File: src/rtl/riscv_pkg.sv
// Shared types for the load/store unit: access sizes, FSM states and
// the byte-mask helper used by the lane-alignment logic.
package riscv_pkg;

    localparam int LSU_BE_W = 4;

    typedef enum logic [1:0] {
        MEM_BYTE = 2'b00,
        MEM_HALF = 2'b01,
        MEM_WORD = 2'b10
    } mem_size_t;

    typedef enum logic [2:0] {
        LSU_IDLE  = 3'd0,
        LSU_REQ0  = 3'd1,
        LSU_WAIT0 = 3'd2,
        LSU_REQ1  = 3'd3,
        LSU_WAIT1 = 3'd4,
        LSU_RESP  = 3'd5
    } lsu_state_t;

    // Right-aligned byte mask for an access size; the illegal encoding gets
    // an empty mask so it can never enable a lane.
    function automatic logic [LSU_BE_W-1:0] size_mask(input logic [1:0] size);
        logic [LSU_BE_W-1:0] mask;
        case (size)
            MEM_BYTE: mask = 4'b0001;
            MEM_HALF: mask = 4'b0011;
            MEM_WORD: mask = 4'b1111;
            default:  mask = 4'b0000;
        endcase
        return mask;
    endfunction

endpackage

File: src/rtl/lsu_align.sv
// Byte-lane alignment for the load/store unit: byte enables and write-data
// lanes for both beats, plus read merge, truncation and sign/zero extension.
module lsu_align
    import riscv_pkg::*;
(
    input  logic [1:0]          off,
    input  logic [1:0]          size,
    input  logic                sign_ext,
    input  logic [31:0]         wdata,
    input  logic [31:0]         rdata0,
    input  logic [31:0]         rdata1,
    output logic                split,
    output logic [LSU_BE_W-1:0] be0,
    output logic [LSU_BE_W-1:0] be1,
    output logic [31:0]         wdata0,
    output logic [31:0]         wdata1,
    output logic [31:0]         load_data
);

    logic [7:0]  m8;
    logic [63:0] wide;
    logic [31:0] merged;
    logic [4:0]  shamt;

    // Lane placement: the two-word window {beat1, beat0} viewed little-endian.
    always_comb begin
        // NOTE: every output of a combinational block gets a value on every path, otherwise a latch is inferred.
        load_data = '0;
        shamt     = {off, 3'b000};
        m8        = {4'b0000, size_mask(size)} << off;
        be0       = m8[3:0];
        be1       = m8[7:4];
        split     = (m8[7:4] != 4'b0000);
        wide      = {32'h0, wdata} << shamt;
        wdata0    = wide[31:0];
        wdata1    = wide[63:32];
        merged    = 32'({rdata1, rdata0} >> shamt);
        case (size)
            MEM_BYTE: load_data = sign_ext ? {{24{merged[7]}}, merged[7:0]}
                                           : {24'h0, merged[7:0]};
            MEM_HALF: load_data = sign_ext ? {{16{merged[15]}}, merged[15:0]}
                                           : {16'h0, merged[15:0]};
            MEM_WORD: load_data = merged;
            default:  load_data = '0;
        endcase
    end

endmodule

File: src/rtl/load_store_unit.sv
// Core-side data-memory initiator: accepts one load/store, issues one or two
// word-aligned byte-enabled bus beats, and returns a single response.
module load_store_unit
    import riscv_pkg::*;
#(
    parameter int XLEN = 32
) (
    input  logic                clk_i,
    input  logic                rst_i,
    input  logic                req_valid_i,
    output logic                req_ready_o,
    input  logic                req_we_i,
    input  logic [XLEN-1:0]     req_addr_i,
    input  logic [XLEN-1:0]     req_wdata_i,
    input  logic [1:0]          req_size_i,
    input  logic                req_sign_ext_i,
    output logic                rsp_valid_o,
    output logic [XLEN-1:0]     rsp_rdata_o,
    output logic                rsp_err_o,
    output logic                bus_req_o,
    input  logic                bus_gnt_i,
    output logic                bus_we_o,
    output logic [XLEN-1:0]     bus_addr_o,
    output logic [LSU_BE_W-1:0] bus_be_o,
    output logic [XLEN-1:0]     bus_wdata_o,
    input  logic                bus_rvalid_i,
    input  logic [XLEN-1:0]     bus_rdata_i
);

    lsu_state_t      state_q, state_d;
    logic            we_q;
    logic [XLEN-1:0] addr_q;
    logic [XLEN-1:0] wdata_q;
    logic [1:0]      size_q;
    logic            sign_q;
    logic [XLEN-1:0] rdata0_q;
    logic [XLEN-1:0] rdata1_q;

    logic                split;
    logic [LSU_BE_W-1:0] be0, be1;
    logic [XLEN-1:0]     wdata0, wdata1, load_data;
    logic [XLEN-1:0]     word_addr;
    logic                err;
    logic                accept;

    assign word_addr = {addr_q[XLEN-1:2], 2'b00};
    assign err       = (size_q == 2'b11);
    assign accept    = (state_q == LSU_IDLE) && req_valid_i;

    lsu_align u_align (
        .off       (addr_q[1:0]),
        .size      (size_q),
        .sign_ext  (sign_q),
        .wdata     (wdata_q),
        .rdata0    (rdata0_q),
        .rdata1    (rdata1_q),
        .split     (split),
        .be0       (be0),
        .be1       (be1),
        .wdata0    (wdata0),
        .wdata1    (wdata1),
        .load_data (load_data)
    );

    // State register, request capture and per-beat read-data capture.
    always_ff @(posedge clk_i) begin
        // NOTE: sequential state uses non-blocking assignments so every register samples pre-edge values.
        if (rst_i) begin
            // NOTE: data registers are cleared too, so nothing from an abandoned access survives a reset.
            state_q  <= LSU_IDLE;
            we_q     <= 1'b0;
            addr_q   <= '0;
            wdata_q  <= '0;
            size_q   <= 2'b00;
            sign_q   <= 1'b0;
            rdata0_q <= '0;
            rdata1_q <= '0;
        end else begin
            state_q <= state_d;
            if (accept) begin
                we_q     <= req_we_i;
                addr_q   <= req_addr_i;
                wdata_q  <= req_wdata_i;
                size_q   <= req_size_i;
                sign_q   <= req_sign_ext_i;
                rdata0_q <= '0;
                rdata1_q <= '0;
            end
            if (state_q == LSU_WAIT0 && bus_rvalid_i) begin
                rdata0_q <= bus_rdata_i;
            end
            if (state_q == LSU_WAIT1 && bus_rvalid_i) begin
                rdata1_q <= bus_rdata_i;
            end
        end
    end

    // Next-state and output decode; reset forces every output to zero.
    always_comb begin
        state_d     = state_q;
        req_ready_o = 1'b0;
        rsp_valid_o = 1'b0;
        rsp_rdata_o = '0;
        rsp_err_o   = 1'b0;
        bus_req_o   = 1'b0;
        bus_we_o    = 1'b0;
        bus_addr_o  = '0;
        bus_be_o    = '0;
        bus_wdata_o = '0;

        case (state_q)
            LSU_IDLE: begin
                req_ready_o = 1'b1;
                if (req_valid_i) begin
                    state_d = (req_size_i == 2'b11) ? LSU_RESP : LSU_REQ0;
                end
            end
            LSU_REQ0: begin
                bus_req_o   = 1'b1;
                bus_we_o    = we_q;
                bus_addr_o  = word_addr;
                bus_be_o    = be0;
                bus_wdata_o = wdata0;
                if (bus_gnt_i) state_d = LSU_WAIT0;
            end
            LSU_WAIT0: begin
                if (bus_rvalid_i) state_d = split ? LSU_REQ1 : LSU_RESP;
            end
            LSU_REQ1: begin
                bus_req_o   = 1'b1;
                bus_we_o    = we_q;
                bus_addr_o  = word_addr + XLEN'(4);
                bus_be_o    = be1;
                bus_wdata_o = wdata1;
                if (bus_gnt_i) state_d = LSU_WAIT1;
            end
            LSU_WAIT1: begin
                if (bus_rvalid_i) state_d = LSU_RESP;
            end
            LSU_RESP: begin
                rsp_valid_o = 1'b1;
                rsp_err_o   = err;
                rsp_rdata_o = (we_q || err) ? '0 : load_data;
                state_d     = LSU_IDLE;
            end
            default: state_d = LSU_IDLE;
        endcase

        if (rst_i) begin
            state_d     = LSU_IDLE;
            req_ready_o = 1'b0;
            rsp_valid_o = 1'b0;
            rsp_rdata_o = '0;
            rsp_err_o   = 1'b0;
            bus_req_o   = 1'b0;
            bus_we_o    = 1'b0;
            bus_addr_o  = '0;
            bus_be_o    = '0;
            bus_wdata_o = '0;
        end
    end

endmodule

File: config.mk
export PLATFORM = sky130hd
export DESIGN_NAME = load_store_unit
export DESIGN_NICKNAME = d
export VERILOG_FILES = /design/src/rtl/riscv_pkg.sv /design/src/rtl/lsu_align.sv /design/src/rtl/load_store_unit.sv
export SDC_FILE = /design/constraint.sdc
export NUM_CORES = 1
export LEC_CHECK = 0
export CORE_UTILIZATION = 45
export CTS_BUF_LIST = sky130_fd_sc_hd__clkbuf_8
export CTS_CLUSTER_SIZE = 30
export DETAILED_ROUTE_END_ITERATION = 6
export PLACE_DENSITY = 0.76
export SLEW_MARGIN = 20
export SYNTH_ARGS = -nofsm -noshare
export SYNTH_HDL_FRONTEND = slang
export SYNTH_SLANG_ARGS = --single-unit
File: constraint.sdc
create_clock -name clk_i -period 2.6 [get_ports clk_i]
set_input_delay 0.39 -clock clk_i [delete_from_list [all_inputs] [get_ports clk_i]]
set_output_delay 0.39 -clock clk_i [all_outputs]
set_load 0.02 [all_outputs]
==> results by stage, run 1 <==
Run status:
- The flow ran to the end, and the final reports show no timing, DRC or antenna violations.

Clock network:
- TritonCTS built the clock tree.
- The worst-case clock buffer depth is 2.
- The H-tree depth is 4.
- Clock-pin slew was measured on the worst setup and hold paths at 0.07 ns.
- The count of hold-fix buffers inserted at cts is 0.
- The total number of clock tree sinks is between 100 and 150.
- The cell at the root of the clock tree is clkbuf_8.
- The number of clock buffers inserted by TritonCTS is 17.
- The latest clock arrival within the worst-skew pair is approximately 0.45 ns.

Route:
- The detailed router finished its first iteration with 833 violations.
- In the detailed route, the total length drawn on met3 is 2180 um.
- Before antenna repair, the detailed router went through 7 iterations.
- Across all layers, the routed design uses 8536 vias.
- In the final routing, the length of wire on met1 measures 11300 um.
- Signal routing reaches up to met4.
- The remaining design rule violation count is 0.
- The detailed-route vias per instance is 5.66.
- The wire length after detailed routing is 26500 um.
- The routed length on met2 is about 12000 um.
- The wire length per cell is 17.6 um.
- The number of antenna-violating nets in the routed design is 0.

Die:
- In this run the vertical extent of the chip is roughly 130 um.
- The area of the die is 17400 um^2.
- The overall die width is 132 um.
- In this run the standard cell core region covers 16500 um^2.
- The initial core utilization is 46.1%.
- between 200 and 250 I/O pins were placed.
- Row generation in the floorplan step produced 47 rows.

Synth:
- The count of flip-flops with a built-in enable after synthesis is 0.
- Of the total synthesized cell area, the portion taken by XOR and XNOR cells is 1.27%.
- The synthesized netlist devotes approximately 22% of its cell area to compound gates.
- The share of async-settable or async-resettable flops after synthesis is 0%.
- The post-synthesis cell count is 1050.
- The post-synthesis adder-cell area fraction is 0.822%.
- Yosys mapped the design onto 57 distinct sky130hd cell types.
- The combined area of all synthesized cells is 7610 um^2.
- The synthesized design contains 127 register bits.
- After synthesis, the largest family of logic cells by area is simple AND/OR/NAND/NOR gates.
- The number of warnings reported in the yosys synthesis log is 0.
- Of the synthesized area, sequential elements account for 33.4%.
- Each instance of the synthesized netlist takes up on average 7.25 um^2.
- The most used flip-flop cell after synthesis is dfxtp_1.
- The share of synthesized cell area in and, or, nand and nor gates is 26.6%.
- The multiplexer share of the synthesized area is 10.7%.

Worst setup path:
- The critical path data required time is 2.21 ns.
- The worst-path maximum fanout is 7.
- In this run the critical register-to-register path is launched from state_q[1].
- The minimum setup slack among reg-to-reg paths is 0.56 ns.
- For the worst flop-to-flop path, the logic depth is 7.
- The arrival time at the worst endpoint is 2.19 ns.
- The kind of start point of the critical path is a flip-flop.
- The capture instance of the worst register-to-register path is wdata_q[6].
- The endpoint type of the worst setup path is an output port.
- The critical path class is flip-flop to output port.

Power:
- The highest ir drop seen on vdd is 0.000377 V.
- The analysis attributes to cell leakage a power of 4.00 nW.
- In this run the power density over the cells is about 470 nW/um^2.

Timing:
- Headroom to the max-slew limit came out at 41.4%.
- In the final timing run, aggregate negative setup slack is 0 ns.
- The final-report hold violation count came to 0.
- The clock skew after layout is around 0.0073 ns.
- The total count of max-transition violations in the final report is 0.
- Setup violations remaining at the end of the flow were counted as 0.
- The transition time at the pin with the least slew margin is ~0.9 ns.
- The final hold slack is 0.449 ns.
- Setup repair after global routing could not meet its margin everywhere.
- The worst path uses 99.2% of the clock period.
- Based on the critical path, the design can be clocked at up to just under 400 MHz.
- The shortest clock period the worst path allows after layout is 2.58 ns.

Final layout:
- The library cells used most frequently in the layout, excluding fill and tap cells, are nand2_1, a21oi_1, dfxtp_1.
- The filler cells instantiated in the layout total 1478.
- Leaving out fill and tap cells, the most frequent cell in the layout is nand2_1.
- The core utilization of the finished layout is 65.2%.
- In the final layout, the share of cells above drive strength 1 is between 20 and 25%.
- Compared with the post-synthesis result, the final layout area differs by 41.4%.
- The design area is about 11000 um^2.
- The area occupied by multi-input gates is 4850 um^2.
- Leaving out filler cells and counting taps, the final layout contains 1508.
- The number of antenna diodes in the final layout is 0.
- After the last flow step, the layout net total stands at 1385.
- The register cell area after layout is 2570 um^2.

Min path:
- The path category of the worst min-delay check is flip-flop to flip-flop.
- The destination of the worst hold path is state_q[1].
- The cell depth of the worst min-delay path is 1.
- The startpoint identified for the worst hold timing path is state_q[2].

Global route:
- Entering global routing, the biggest net connects 83 pins.
- Global routing consumed, over all layers together, 30.1% of the routing resources.
- The total overflow reported by the global router is 0.
- The via count of the first global-routing pass is 8065.
- The initial antenna violation count was 0.
- The first-pass GRT wire length is roughly 42000 um.

Flow run:
- The number of violations of the max-capacitance limit is 0.

Place:
- The placed standard-cell area is ~10000 um^2.
- The congestion estimate from routability-driven global placement came to 0.932.
- The count of input and output buffers is 207.
- Once placement completed, the tool counted placed cells totaling 1465.
- The detailed-placement wirelength estimate is 18100 um.
-- worst max-delay path by stage --
stage	slack, ns	startpoint	endpoint	cells after the start
after floorplan	0.37	addr_q[2]	bus_addr_o[22]	6
after global placement	-0.05	rst_i	rsp_rdata_o[31]	7
after detailed placement	-0.03	addr_q[10]	bus_addr_o[21]	5
after CTS	-0.02	state_q[1]	bus_be_o[0]	7
after global routing	-0.05	addr_q[0]	rsp_rdata_o[20]	7
final	0.02	state_q[1]	bus_be_o[0]	7
-- critical path: stages, from the launching register on --
cell and delay [ns]:
dfxtp_4 0.35, buf_8 0.12, or4b_4 0.57, buf_6 0.17, nor3_2 0.12, a31oi_1 0.07, nor2_1 0.17, buf_4 0.17
-- synth_stat cells, drive strengths merged, types with 2 or more instances --
cell,instances,area [um^2]
mux2i,51,510
or4,9,67.6
xor2,4,35.0
and4,4,35.0
and3,8,51.3
o211ai,8,60.1
a21o,2,15.0
or2,13,81.3
mux2,23,259
dfxtp,127,2540
nand4,10,68.8
nor4,4,25.0
inv,9,33.8
xnor2,7,61.3
o41ai,2,17.5
nand2,237,890
nand3,70,360
a211oi,10,75.1
o2bb2ai,8,70.1
nor2,61,231
buf,32,156
ha,5,62.6
and2,8,50.1
o31ai,10,75.1
nand2b,5,31.3
clkbuf,61,230
nor3,5,25.0
o21ai,31,155
a22oi,17,128
a31o,2,17.5
nor2b,7,43.8
mux4,2,45.0
a21oi,167,836
o22a,9,78.8
a22o,9,78.8
-- power by group --
| part | internal [W] | switching (W) |
|---|---|---|
| clock | 0.000915 | 0.000821 |
| combinational | 0.000513 | 0.000623 |
| sequential | 0.00205 | 0.000106 |
| total | 0.00348 | 0.00155 |
-- logic make-up (layout without fill, tap and decap cells) --
group,after synthesis,count (layout)
simple gates,447,447
compound gates,280,280
flops,127,127
buf+inv,103,340
mux,76,76
xor+xnor,11,11
fa+ha+maj,5,5
other cells,1,2
-- registers in the layout (all words and copies together) (netlist names) --
name	cells
rdata0_q	32
wdata_q	32
size_q	2
state_q	3
we_q	1
addr_q	32
rdata1_q	24
sign_q	1
-- layout make-up --
| type | count | area share, % |
|---|---|---|
| timing repair buffer | 298 | 24.5 |
| sequential | 127 | 23.9 |
| clock buffer | 20 | 2.56 |
| multi-input combinational | 821 | 45.1 |
| inverter | 10 | 0.349 |
| clock inverter | 12 | 1.10 |
| tap | 220 | 2.56 |
-- what timing repair did --
| action | CTS | global route |
|---|---|---|
| resized for setup | 310 | 113 |
| hold endpoints to repair | 0 | 0 |
| pin swaps | 2 | 10 |
| gates cloned | 3 | 0 |
| buffers inserted | 3 | 5 |
| setup endpoints to repair | 96 | 82 |
-- metrics by stage --
| stage | power [W] | worst slack [ns] |
|---|---|---|
| finish | 0.00503 | 0.0211 |
| global route | 0.00524 | -0.0541 |
| CTS | 0.00499 | -0.0170 |
| detailed placement | 0.00325 | -0.0331 |
| global placement | 0.00323 | -0.0498 |
| floorplan | 0.00279 | 0.366 |
-- routing by layer --
layer  vias to the layer above  GRT usage (%)
met1                      3980           39.9
met4                         0           12.3
li1                       4124              -
met3                        56           6.07
met2                       376           47.6
met5                         -              0
No activity file was read; power rests on OpenSTA's default activity.
==> run 2: changes to the inputs <==
--- a/config.mk
+++ b/config.mk
@@ -9,7 +9,9 @@
 export CTS_BUF_LIST = sky130_fd_sc_hd__clkbuf_8
 export CTS_CLUSTER_SIZE = 30
 export DETAILED_ROUTE_END_ITERATION = 6
+export GPL_ROUTABILITY_DRIVEN = 1
 export PLACE_DENSITY = 0.76
+export REMOVE_ABC_BUFFERS = 1
 export SLEW_MARGIN = 20
 export SYNTH_ARGS = -nofsm -noshare
 export SYNTH_HDL_FRONTEND = slang
==> run 2 against run 1 <==
  * The run now ends with negative setup slack left
  * Clock power down 7%
  * Highest routed layer unchanged
  * Setup slack worse by 0.044 ns
  * Wire length down 2.7%
  * Critical endpoint is now bus_addr_o[30]
  * Global-route usage down 0.79 points
==> results by stage, run 2 (synthesis results as in run 1) <==
Run status:
- Status: complete, but fails checks (was complete, no violations).
- The checks that failed: negative setup slack.

Global route:
- The all-layer global routing usage is 29.3% (was 30.1%).
- The largest net degree at the start of global routing is 85 (was 83).
- The via count of the first global-routing pass came to 8222 (was 8065).
- The initial antenna violation count is 0 (unchanged).
- The first-pass GRT wire length came to 41000 um (was 41800 um).
- The total overflow reported by the global router is 0 (unchanged).

Clock network:
- The number of clock buffers inserted by TritonCTS is 17 (unchanged).
- The clock transition time at the flip-flop clock pins of the worst setup and hold paths is 0.07 ns (about the same).
- The worst-case clock buffer depth is 2 (unchanged).
- The total number of clock tree sinks is 127 (unchanged).
- The clock tree from TritonCTS is yes (unchanged).
- The cell at the root of the clock tree is clkbuf_8 (unchanged).
- The H-tree depth came to 4 (unchanged).
- The count of hold-fix buffers inserted at cts was 0 (unchanged).
- The latest clock arrival within the worst-skew pair is 0.45 ns (about the same).

Final layout:
- Largest registers ranked by flip-flop count: addr_q (32), rdata0_q (32), wdata_q (32) (unchanged).
- Most used cells in the layout excluding fill and tap cells: nand2_1, a21oi_1, dfxtp_1 (unchanged).
- The final antenna diode count is 0 (unchanged).
- The design area came to 10700 um^2 (was 10800 um^2).
- The number of non-filler instances in the completed layout is 1512 (was 1508).
- The count of nets after finishing is 1390 (was 1385).
- The area added between synthesis and finish is 40.2% (was 41.4%).
- The most common cell after layout, fill and taps aside is nand2_1 (unchanged).
- The layout cell share with drive strength beyond 1 was 23.0% (was 22.7%).

Die:
- The initial core utilization is 46.1% (unchanged).
- The row count is 47 (unchanged).
- The overall die width is 132 um (unchanged).
- The vertical extent of the die came to 132 um (unchanged).
- The area of the die is 17400 um^2 (unchanged).
- The area of the placeable core is 16500 um^2 (unchanged).
- The I/O pin count is 210 (unchanged).

Worst setup path:
- The worst-path maximum fanout was 5 (was 7).
- The critical path data required time is 2.21 ns (about the same).
- The endpoint type of the worst setup path is an output port (unchanged).
- The kind of start point of the critical path was a flip-flop (unchanged).
- The minimum setup slack among reg-to-reg paths came to 0.63 ns (was 0.56 ns).
- The critical path class is flip-flop to output port (unchanged).
- The arrival time at the worst endpoint is 2.23 ns (was 2.19 ns).

Place:
- The placed standard-cell area is 10300 um^2 (was 10200 um^2).
- The count of input and output buffers was 207 (unchanged).
- The worst slack at placement is -0.0103 ns (was -0.0331 ns).
- The detailed-placement wirelength estimate is 17000 um (was 18100 um).
- The post-placement cell count came to 1468 (was 1465).
- The global placer's final weighted congestion is 0.875 (was 0.932).

Timing:
- The final clock period utilization by the worst path is 101% (was 99.2%).
- The clock skew after layout came to 0.0101 ns (was 0.00730 ns).
- Unrepaired setup endpoints after global routing: yes (unchanged).
- The setup violation total in the final timing report was 1 (was 0).
- The maximum clock frequency is 381 MHz (was 388 MHz).
- The final total negative setup slack came to -0.0231 ns (was 0 ns).
- The final-report hold violation count is 0 (unchanged).
- The shortest clock period the worst path allows after layout came to 2.62 ns (was 2.58 ns).
- The relative slew slack came to 39.1% (was 41.4%).
- The transition time at the pin with the least slew margin is 0.913 ns (was 0.878 ns).
- The final worst setup slack was -0.0231 ns (was 0.0211 ns).
- The total count of max-transition violations in the final report came to 0 (unchanged).

Min path:
- The path category of the worst min-delay check is primary input to flip-flop (was flip-flop to flip-flop).

Route:
- The number of antenna-violating nets in the routed design is 0 (unchanged).
- The number of optimization iterations in the first detailed-route pass is 5 (was 7).
- The wire length per cell is 17.1 um (was 17.6 um).
- The number of DRC markers in iteration 0 is 687 (was 833).
- The wire length after detailed routing was 25800 um (was 26500 um).
- The remaining design rule violation count is 0 (unchanged).
- The number of vias after detailed routing is 8584 (was 8536).
- The detailed-route vias per instance is 5.68 (was 5.66).

Flow run:
- The number of violations of the max-capacitance limit is 0 (unchanged).

Power:
- The highest ir drop seen on vdd came to 0.000398 V (was 0.000377 V).
- The power density over the cells is 459 nW/um^2 (was 467 nW/um^2).
- The total leakage power is 3.96 nW (was 4.00 nW).
## run 2: area by class of cell
cell class | instances | area, um^2
Tap cell | 220 | 275
Multi-Input combinational cell | 821 | 4850
Sequential cell | 127 | 2560
Timing Repair Buffer | 303 | 2590
Fill cell | 1473 | 5850
Inverter | 10 | 37.5
Clock inverter | 10 | 72.6
Clock buffer | 21 | 289
## run 2: metrics by stage
step	total power [W]	hold WS, ns	utilization, %
final	0.00490	0.274	64.6
after detailed placement	0.00325	0.459	62.2
after floorplan	0.00273	0.430	-
after global placement	0.00323	0.446	62.2
after global routing	0.00511	0.271	64.6
after CTS	0.00488	0.258	64.8
## run 2: worst paths after layout
kind	to	depth (start not counted)	startpoint
worst max register to register	wdata_q[8]	6	state_q[1]
worst max-delay path	bus_addr_o[30]	7	addr_q[2]
worst min register to register	addr_q[31]	2	addr_q[31]
worst min-delay path	size_q[1]	3	rst_i
## run 2: power breakdown
group          switching, W  leakage (nW)  internal [W]
Sequential         0.000104          1.04       0.00205
Clock              0.000780         0.202      0.000831
Combinational      0.000618          2.72      0.000516
Total               0.00150          3.96       0.00340
## run 2: per-layer routing
metal	global-route usage (%)	up-vias	routed length (um)
met4	11.9	0	672
met2	48.5	389	12000
met5	0	-	0
met3	6.54	52	2230
met1	36.7	4002	11000
li1	-	4141	-
## run 2: critical path, stage by stage, from the launching register on
cell and delay, ns:
dfxtp_4 0.38, ha_4 0.14, and2_4 0.16, nand4_1 0.19, buf_4 0.22, or4_4 0.41
a21oi_2 0.14, buf_4 0.15
## run 2: what timing repair did
action / in CTS / in global routing
endpoints found under the setup margin: 100 / 81
setup buffers: 5 / 4
resized for setup: 316 / 115
gates cloned: 3 / 1
pin swaps: 4 / 9
